[src/rtl/alu_pkg.sv]
// Shared definitions for the ALU and its operand-issue stage: widths, mode
// encodings and the operand-source priority helper.
package alu_pkg;

    localparam int unsigned XLEN      = 32;
    localparam int unsigned NREG      = 32;
    localparam int unsigned MODE_W    = 4;
    localparam int unsigned REG_IDX_W = $clog2(NREG);
    localparam int unsigned SHAMT_W   = $clog2(XLEN);

    // Defined ALU operations; codes above ALU_MODE_MAX are reserved.
    typedef enum logic [MODE_W-1:0] {
        ALU_NOP = 4'd0,
        ALU_ADD = 4'd1,
        ALU_SUB = 4'd2,
        ALU_AND = 4'd3,
        ALU_OR  = 4'd4,
        ALU_XOR = 4'd5,
        ALU_SLL = 4'd6,
        ALU_SRL = 4'd7,
        ALU_SRA = 4'd8
    } alu_mode_e;

    localparam logic [MODE_W-1:0] ALU_MODE_MAX = 4'd8;

    // True for the three shift operations, whose B operand is a shift amount.
    function automatic logic is_shift(input logic [MODE_W-1:0] mode);
        return (mode == ALU_SLL) || (mode == ALU_SRL) || (mode == ALU_SRA);
    endfunction

    // Source operand selection, highest priority first: x0, result of the
    // instruction leaving EX this cycle, value being written back this cycle,
    // then the stored register value.
    function automatic logic [XLEN-1:0] resolve_src(
        input logic [REG_IDX_W-1:0] rs,
        input logic [XLEN-1:0]      rf_val,
        input logic                 ex_en,
        input logic [REG_IDX_W-1:0] ex_rd,
        input logic [XLEN-1:0]      ex_val,
        input logic                 wb_en,
        input logic [REG_IDX_W-1:0] wb_rd,
        input logic [XLEN-1:0]      wb_val
    );
        logic [XLEN-1:0] val;
        if (rs == '0) begin
            val = '0;
        end else if (ex_en && (ex_rd == rs)) begin
            val = ex_val;
        end else if (wb_en && (wb_rd == rs)) begin
            val = wb_val;
        end else begin
            val = rf_val;
        end
        return val;
    endfunction

endpackage

[src/rtl/alu_operand_stage_if.sv]
// Issue, ALU-side and writeback signals of the operand stage. The stage uses
// the slave view; whoever feeds it and consumes its outputs uses master.
interface alu_operand_stage_if;
    import alu_pkg::*;

    logic                 flush;
    logic                 in_valid;
    logic                 in_ready;
    logic [MODE_W-1:0]    in_mode;
    logic [REG_IDX_W-1:0] in_rs1;
    logic [REG_IDX_W-1:0] in_rs2;
    logic [REG_IDX_W-1:0] in_rd;
    logic [XLEN-1:0]      in_imm;
    logic                 in_use_imm;

    logic                 out_valid;
    logic                 out_ready;
    logic [XLEN-1:0]      out_a;
    logic [XLEN-1:0]      out_b;
    logic [MODE_W-1:0]    out_mode;
    logic [REG_IDX_W-1:0] out_rd;
    logic                 out_illegal;

    logic [XLEN-1:0]      alu_x;

    logic                 wb_en;
    logic [REG_IDX_W-1:0] wb_rd;
    logic [XLEN-1:0]      wb_data;

    modport slave (
        input  flush, in_valid, in_mode, in_rs1, in_rs2, in_rd, in_imm, in_use_imm,
        input  out_ready, alu_x, wb_en, wb_rd, wb_data,
        output in_ready, out_valid, out_a, out_b, out_mode, out_rd, out_illegal
    );

    modport master (
        output flush, in_valid, in_mode, in_rs1, in_rs2, in_rd, in_imm, in_use_imm,
        output out_ready, alu_x, wb_en, wb_rd, wb_data,
        input  in_ready, out_valid, out_a, out_b, out_mode, out_rd, out_illegal
    );

endinterface

[src/rtl/alu_operand_stage_reg_file.sv]
// Architectural register file: two asynchronous read ports, one write port,
// x0 hardwired to zero. Same-cycle write-to-read bypass is done by the parent.
module reg_file
    import alu_pkg::*;
(
    input  logic                 clk,
    input  logic                 rst_n,
    input  logic [REG_IDX_W-1:0] raddr1,
    output logic [XLEN-1:0]      rdata1,
    input  logic [REG_IDX_W-1:0] raddr2,
    output logic [XLEN-1:0]      rdata2,
    input  logic                 we,
    input  logic [REG_IDX_W-1:0] waddr,
    input  logic [XLEN-1:0]      wdata
);

    logic [XLEN-1:0] regs_q [NREG];
    logic [XLEN-1:0] regs_d [NREG];

    // Next register contents: apply the write unless it targets x0.
    always_comb begin
        regs_d = regs_q;
        if (we && (waddr != '0)) begin
            regs_d[waddr] = wdata;
        end
        regs_d[0] = '0;
    end

    // Register storage, cleared by reset.
    always_ff @(posedge clk or negedge rst_n) begin
        if (!rst_n) begin
            for (int unsigned i = 0; i < NREG; i++) begin
                regs_q[i] <= '0;
            end
        end else begin
            regs_q <= regs_d;
        end
    end

    // Read ports; x0 reads zero regardless of storage.
    always_comb begin
        rdata1 = (raddr1 == '0) ? '0 : regs_q[raddr1];
        rdata2 = (raddr2 == '0) ? '0 : regs_q[raddr2];
    end

endmodule

[src/rtl/alu_operand_stage.sv]
// Execute-issue stage in front of the ALU: holds the register file and the
// ID/EX register, resolves operands with EX forwarding and WB bypass, and
// presents sanitised A, B and mode to the ALU over a valid/ready handshake.
module alu_operand_stage
    import alu_pkg::*;
(
    input  logic               clk,
    input  logic               rst_n,
    alu_operand_stage_if.slave io
);

    logic                 out_valid_q,   out_valid_d;
    logic [XLEN-1:0]      out_a_q,       out_a_d;
    logic [XLEN-1:0]      out_b_q,       out_b_d;
    logic [MODE_W-1:0]    out_mode_q,    out_mode_d;
    logic [REG_IDX_W-1:0] out_rd_q,      out_rd_d;
    logic                 out_illegal_q, out_illegal_d;

    logic                 in_ready;
    logic                 capture;
    logic                 transfer;
    logic                 ex_fwd_en;

    logic [XLEN-1:0]      rf_rdata1;
    logic [XLEN-1:0]      rf_rdata2;
    logic                 rf_we;

    logic [XLEN-1:0]      src_a;
    logic [XLEN-1:0]      src_rs2;
    logic [XLEN-1:0]      src_b;
    logic                 mode_illegal;
    logic [MODE_W-1:0]    mode_clean;
    logic [XLEN-1:0]      b_clean;

    assign rf_we = io.wb_en && (io.wb_rd != '0);

    reg_file u_reg_file (
        .clk    (clk),
        .rst_n  (rst_n),
        .raddr1 (io.in_rs1),
        .rdata1 (rf_rdata1),
        .raddr2 (io.in_rs2),
        .rdata2 (rf_rdata2),
        .we     (rf_we),
        .waddr  (io.wb_rd),
        .wdata  (io.wb_data)
    );

    // Handshake: accept when not flushing and the held slot is empty or leaving.
    always_comb begin
        in_ready  = rst_n && !io.flush && (!out_valid_q || io.out_ready);
        capture   = io.in_valid && in_ready;
        transfer  = out_valid_q && io.out_ready;
        ex_fwd_en = transfer && (out_rd_q != '0);
    end

    // Operand resolution for both sources plus immediate selection for B.
    always_comb begin
        src_a   = resolve_src(io.in_rs1, rf_rdata1, ex_fwd_en, out_rd_q, io.alu_x,
                              io.wb_en, io.wb_rd, io.wb_data);
        src_rs2 = resolve_src(io.in_rs2, rf_rdata2, ex_fwd_en, out_rd_q, io.alu_x,
                              io.wb_en, io.wb_rd, io.wb_data);
        src_b   = io.in_use_imm ? io.in_imm : src_rs2;
    end

    // Reserved modes become NOP; shifts only ever see a 5-bit amount.
    always_comb begin
        mode_illegal = (io.in_mode > ALU_MODE_MAX);
        mode_clean   = mode_illegal ? MODE_W'(ALU_NOP) : io.in_mode;
        if (is_shift(mode_clean)) begin
            b_clean = {{(XLEN-SHAMT_W){1'b0}}, src_b[SHAMT_W-1:0]};
        end else begin
            b_clean = src_b;
        end
    end

    // ID/EX register next state: flush wins, then capture, then drain on transfer.
    // Payload is left untouched on flush and drain; it is don't-care while invalid.
    always_comb begin
        out_valid_d   = out_valid_q;
        out_a_d       = out_a_q;
        out_b_d       = out_b_q;
        out_mode_d    = out_mode_q;
        out_rd_d      = out_rd_q;
        out_illegal_d = out_illegal_q;
        if (io.flush) begin
            out_valid_d = 1'b0;
        end else if (capture) begin
            out_valid_d   = 1'b1;
            out_a_d       = src_a;
            out_b_d       = b_clean;
            out_mode_d    = mode_clean;
            out_rd_d      = io.in_rd;
            out_illegal_d = mode_illegal;
        end else if (transfer) begin
            out_valid_d = 1'b0;
        end
    end

    // ID/EX register.
    always_ff @(posedge clk or negedge rst_n) begin
        if (!rst_n) begin
            out_valid_q   <= 1'b0;
            out_a_q       <= '0;
            out_b_q       <= '0;
            out_mode_q    <= '0;
            out_rd_q      <= '0;
            out_illegal_q <= 1'b0;
        end else begin
            out_valid_q   <= out_valid_d;
            out_a_q       <= out_a_d;
            out_b_q       <= out_b_d;
            out_mode_q    <= out_mode_d;
            out_rd_q      <= out_rd_d;
            out_illegal_q <= out_illegal_d;
        end
    end

    // Drive the interface outputs from the held state.
    always_comb begin
        io.in_ready    = in_ready;
        io.out_valid   = out_valid_q;
        io.out_a       = out_a_q;
        io.out_b       = out_b_q;
        io.out_mode    = out_mode_q;
        io.out_rd      = out_rd_q;
        io.out_illegal = out_illegal_q;
    end

endmodule

[src/flat_wrapper.sv]
// flat-port wrapper written by rule: the top's interface ports become plain ports
module alu_operand_stage_flat import alu_pkg::*;
  (clk, rst_n, io_flush, io_in_valid, io_in_mode, io_in_rs1, io_in_rs2, io_in_rd, io_in_imm, io_in_use_imm, io_out_ready, io_alu_x, io_wb_en, io_wb_rd, io_wb_data, io_in_ready, io_out_valid, io_out_a, io_out_b, io_out_mode, io_out_rd, io_out_illegal);
  alu_operand_stage_if io_i ();
  input  logic clk;
  input  logic rst_n;
  input wire logic [$bits(io_i.flush)-1:0] io_flush;
  input wire logic [$bits(io_i.in_valid)-1:0] io_in_valid;
  input wire logic [$bits(io_i.in_mode)-1:0] io_in_mode;
  input wire logic [$bits(io_i.in_rs1)-1:0] io_in_rs1;
  input wire logic [$bits(io_i.in_rs2)-1:0] io_in_rs2;
  input wire logic [$bits(io_i.in_rd)-1:0] io_in_rd;
  input wire logic [$bits(io_i.in_imm)-1:0] io_in_imm;
  input wire logic [$bits(io_i.in_use_imm)-1:0] io_in_use_imm;
  input wire logic [$bits(io_i.out_ready)-1:0] io_out_ready;
  input wire logic [$bits(io_i.alu_x)-1:0] io_alu_x;
  input wire logic [$bits(io_i.wb_en)-1:0] io_wb_en;
  input wire logic [$bits(io_i.wb_rd)-1:0] io_wb_rd;
  input wire logic [$bits(io_i.wb_data)-1:0] io_wb_data;
  output wire logic [$bits(io_i.in_ready)-1:0] io_in_ready;
  output wire logic [$bits(io_i.out_valid)-1:0] io_out_valid;
  output wire logic [$bits(io_i.out_a)-1:0] io_out_a;
  output wire logic [$bits(io_i.out_b)-1:0] io_out_b;
  output wire logic [$bits(io_i.out_mode)-1:0] io_out_mode;
  output wire logic [$bits(io_i.out_rd)-1:0] io_out_rd;
  output wire logic [$bits(io_i.out_illegal)-1:0] io_out_illegal;
  assign io_i.flush = io_flush;
  assign io_i.in_valid = io_in_valid;
  assign io_i.in_mode = io_in_mode;
  assign io_i.in_rs1 = io_in_rs1;
  assign io_i.in_rs2 = io_in_rs2;
  assign io_i.in_rd = io_in_rd;
  assign io_i.in_imm = io_in_imm;
  assign io_i.in_use_imm = io_in_use_imm;
  assign io_i.out_ready = io_out_ready;
  assign io_i.alu_x = io_alu_x;
  assign io_i.wb_en = io_wb_en;
  assign io_i.wb_rd = io_wb_rd;
  assign io_i.wb_data = io_wb_data;
  assign io_in_ready = io_i.in_ready;
  assign io_out_valid = io_i.out_valid;
  assign io_out_a = io_i.out_a;
  assign io_out_b = io_i.out_b;
  assign io_out_mode = io_i.out_mode;
  assign io_out_rd = io_i.out_rd;
  assign io_out_illegal = io_i.out_illegal;
  alu_operand_stage u_core (.clk(clk), .rst_n(rst_n), .io(io_i));
endmodule
[config.mk]
export PLATFORM = sky130hd
export DESIGN_NAME = alu_operand_stage_flat
export DESIGN_NICKNAME = d
export VERILOG_FILES = /design/src/rtl/alu_pkg.sv /design/src/rtl/alu_operand_stage_if.sv /design/src/rtl/alu_operand_stage_reg_file.sv /design/src/rtl/alu_operand_stage.sv /design/src/flat_wrapper.sv
export SDC_FILE = /design/constraint.sdc
export NUM_CORES = 2
export LEC_CHECK = 0
export CORE_MARGIN = 5
export CORE_UTILIZATION = 59
export CTS_CLUSTER_SIZE = 40
export DETAILED_ROUTE_END_ITERATION = 6
export PLACE_DENSITY = 0.84
export SETUP_SLACK_MARGIN = 0.15
export SLEW_MARGIN = 20
export SYNTH_ARGS = -nofsm -noshare
export SYNTH_HDL_FRONTEND = slang
export SYNTH_SLANG_ARGS = --single-unit
[constraint.sdc]
create_clock -name clk -period 4.7 [get_ports clk]
set_input_delay 0.94 -clock clk [delete_from_list [all_inputs] [get_ports clk]]
set_output_delay 0.94 -clock clk [all_outputs]
set_load 0.02 [all_outputs]
==> impl_results.md <==
- Register area share after synthesis: 0.467
- Final setup violating endpoints: 0
- DP HPWL: 118000 µm
- GRT overflow: 0
- Die Ht: 321 µm
- I/O Pins: 203
- Port Buffers: 202
- Arr. time, crit path: 2400 ps
- Post-synth cell types: 59
- Slew Viols, Final: 0
- Tcrit/Tclk final: 0.710
- Drt first pass iters: 6
- Post-CTS Setup Bufs: 0
- Routed vias: 40200
- Post-synthesis async set-or-reset flop share: 1.00
- Largest net degree at the start of global routing: 181
- Clk Latency, worst-skew pair: 700 ps
- M1 WL: 65800 µm
- Mapped Cells: 3857
- Critical-path cell list: clkdlybuf4s50_1, nand2b_1, and3b_1, clkdlybuf4s50_1
- Slew at the pin closest to its max-slew limit: 1150 ps
- Die area: 103000 µm²
- Antenna Nets Post-Route: 0
- Crit Path Max Fanout: 4
- Pleak: 27.3 nW
- Outcome: finished, final reports clean
- GPL Wtd Cong: 0.948
- Unrepaired setup endpoints after global routing: false
- Area after DPL: 60700 µm²
- Synth warn: 0
- Routed wl met3: 25400 µm
- P&R area growth vs syn: 12.7%
- Total track usage: 0.363
- CTS clk-pin slew, worst paths: 60 ps
- Initial drt markers: 5671
- Most frequent CP cell: clkdlybuf4s50_1
- Cts hold-fix bufs: 0
- DR vias/cell: 7.60
- Avg Synthesized Cell Area: 14.8 µm²
- Fin area: 64400 µm²
- Max-Cap Viols: 0
- Required @ worst endpoint: 3760 ps
- Rel. slew slack: 0.234
- Highest metal used: met5
- Reg2reg path depth: 6
- CP delay by family, top: buffers and inverters
- Routed wire length: 189000 µm
- CTS tree: yes
- Vias in the first global route: 41100
- Worst Hold Class: in2async
- Kind of end point of the critical path: output pin
- Largest area contributor in the netlist: dfrtp_1
- Yosys reg bits: 1067
- Post-synthesis cell area: 57100 µm²
- Synth area leaders: dfrtp_1 (47%), mux2_2 (21%), mux4_2 (20%)
- Final Hold Fails: 0
- Htree depth: 3
- Num CTS Buffers: 108
- Synth Net Count: 3984
- Share of cells above drive strength 1: 0.493
- Post-layout nets: 4048
- Initial Util: 0.592
- IR drop worst, VDD: 0.000359 V
- Die X: 321 µm
- PD cells: 432 nW/µm²
- First-pass GRT wire length: 278000 µm
- R2R Path End: u_core.io.out_a[7]
- CORE AREA: 96400 µm²
- FMAX: 300 MHz
- Met2 wire length: 82900 µm
- Synth Flop Type: dfrtp_1
- Detailed-route wire length per cell: 35.6 µm
- CP max stage cell: clkdlybuf4s50_1
- DRC: 0
- Cts repair resizes: 0
- Placement Rows: 114
- Setup CP Type: in2out
- Sink Count: 1067
- Slowest cell delay on critical path: 610 ps
- Buf/Inv on CP: 2
- Fin crit period: 3340 ps
- Worst R2R Start: u_core.io.out_rd[1]
- EDFF count, synth: 0
- Reg-to-reg slack, setup: 1720 ps
- Clock Path Buffers: 3
- Worst Skew: 29.6 ps
- Synth top area share: 0.467
- Final TNS setup: 0 ps
- Root buffer cell: clkbuf_16
- CP Launch Type: input port
- Final core occ: 0.668
- Antenna violations before repair: 13
[area by class of cell]
cell class | instances | area, µm²
fill | 6456 | 32000
multi-input combinational | 2361 | 28800
clock buffer | 152 | 3010
timing repair buffer | 369 | 3580
sequential | 1067 | 26700
inverter | 14 | 52.6
tap | 1276 | 1600
antenna | 11 | 27.5
clock inverter | 45 | 636
[flip-flops by register name (all words and copies together), names as in the netlist]
register                  cells
u_core.u_reg_file.regs_q    992
u_core.io.out_a              32
u_core.io.out_b              32
u_core.io.out_rd              5
u_core.io.out_mode            4
u_core.io.out_illegal         1
u_core.io.out_valid           1
[cell usage in the layout (no fill, tap or decap), types with 11 or more instances in the layout]
cell,instances
a21oi_1,45
a221o_1,11
a221oi_1,13
a22o_1,50
a22oi_1,80
and3_1,20
buf_12,28
buf_2,17
buf_4,139
bufinv_16,13
clkbuf_1,31
clkbuf_16,109
clkbuf_8,12
clkdlybuf4s50_1,178
clkinv_2,21
dfrtp_1,1067
diode_2,11
inv_1,14
mux2_2,1054
mux2i_1,48
mux4_2,499
nand2_1,110
nand2_2,15
nand3_1,20
nor2_1,32
nor2_4,16
nor2b_1,16
nor3_1,15
o2111ai_1,19
o211ai_1,20
o21ai_0,60
o22a_1,18
o22ai_1,32
o31a_1,19
xnor2_1,16
[logic make-up (layout without fill, tap and decap cells)]
logic type	after synthesis	in the layout	synth area share
buffers and inverters	429	580	0.0328
xor gates and xnor gates	20	20	0.00307
AOI/OAI and AO/OA	429	429	0.0562
other	0	11	0
muxes	1611	1611	0.415
DFF	1067	1067	0.467
and+or+nand+nor	301	301	0.0255
[Yosys cell counts, drive strengths merged, types with 4 or more instances]
cell type and number:
a2111oi 10, a211oi 6, a21boi 5, a21oi 46, a221o 11, a221oi 13
a22o 50, a22oi 80, a31oi 5, and3 21, buf 193, clkbuf 222
dfrtp 1067, inv 14, mux2 1064, mux2i 48, mux4 499, nand2 125
nand3 22, nand3b 6, nor2 52, nor2b 21, nor3 16, nor3b 5
o2111ai 19, o211ai 20, o21ai 62, o221ai 8, o22a 18, o22ai 32
o31a 19, o31ai 10, o41ai 12, or3 9, or4 5, xnor2 16
xor2 4
[routing by layer]
metal / vias up / global-route usage
li1: 15200 / -
met1: 20900 / 0.478
met2: 3287 / 0.524
met3: 839 / 0.126
met4: 2 / 0.224
met5: - / 0
[through the flow]
step / hold slack (ps) / setup WS (ps) / total power [mW] / std cells
2_1_floorplan: 471 / 1780 / 16.4 / 3857
3_3_place_gp: 451 / 996 / 18.3 / 5086
3_5_place_dp: 461 / 964 / 18.7 / 5086
4_1_cts: 110 / 1350 / 27.6 / 5283
5_1_grt: 133 / 1310 / 28.7 / 5288
6_report: 118 / 1360 / 27.8 / 5295
[report_power, final]
group          leakage, nW  internal (mW)  switching [mW]
Combinational         11.8           3.60            2.71
Clock                 1.78           5.19            3.83
Sequential            13.6           11.0            1.46
[worst max path at each step]
stage | startpoint | end | slack, ps | depth (start not counted)
finish | io_out_ready | io_in_ready | 1360 | 4
global route | io_out_ready | io_in_ready | 1310 | 4
CTS | io_out_ready | io_in_ready | 1350 | 4
detailed placement | io_in_rs2[0] | u_core.io.out_b[3] | 960 | 8
global placement | io_in_rs1[0] | u_core.io.out_a[13] | 1000 | 10
floorplan | io_in_rs1[0] | u_core.io.out_a[11] | 1780 | 8
[worst reg2reg max path, cell delays in order, from the launching register on]
cell and delay, ps:
dfrtp_1 470, or4_4 590, o21bai_4 210, or4_1 660
and3_4 570, and3_1 280, o41ai_2 80
Power figures use the tool's default switching activity.
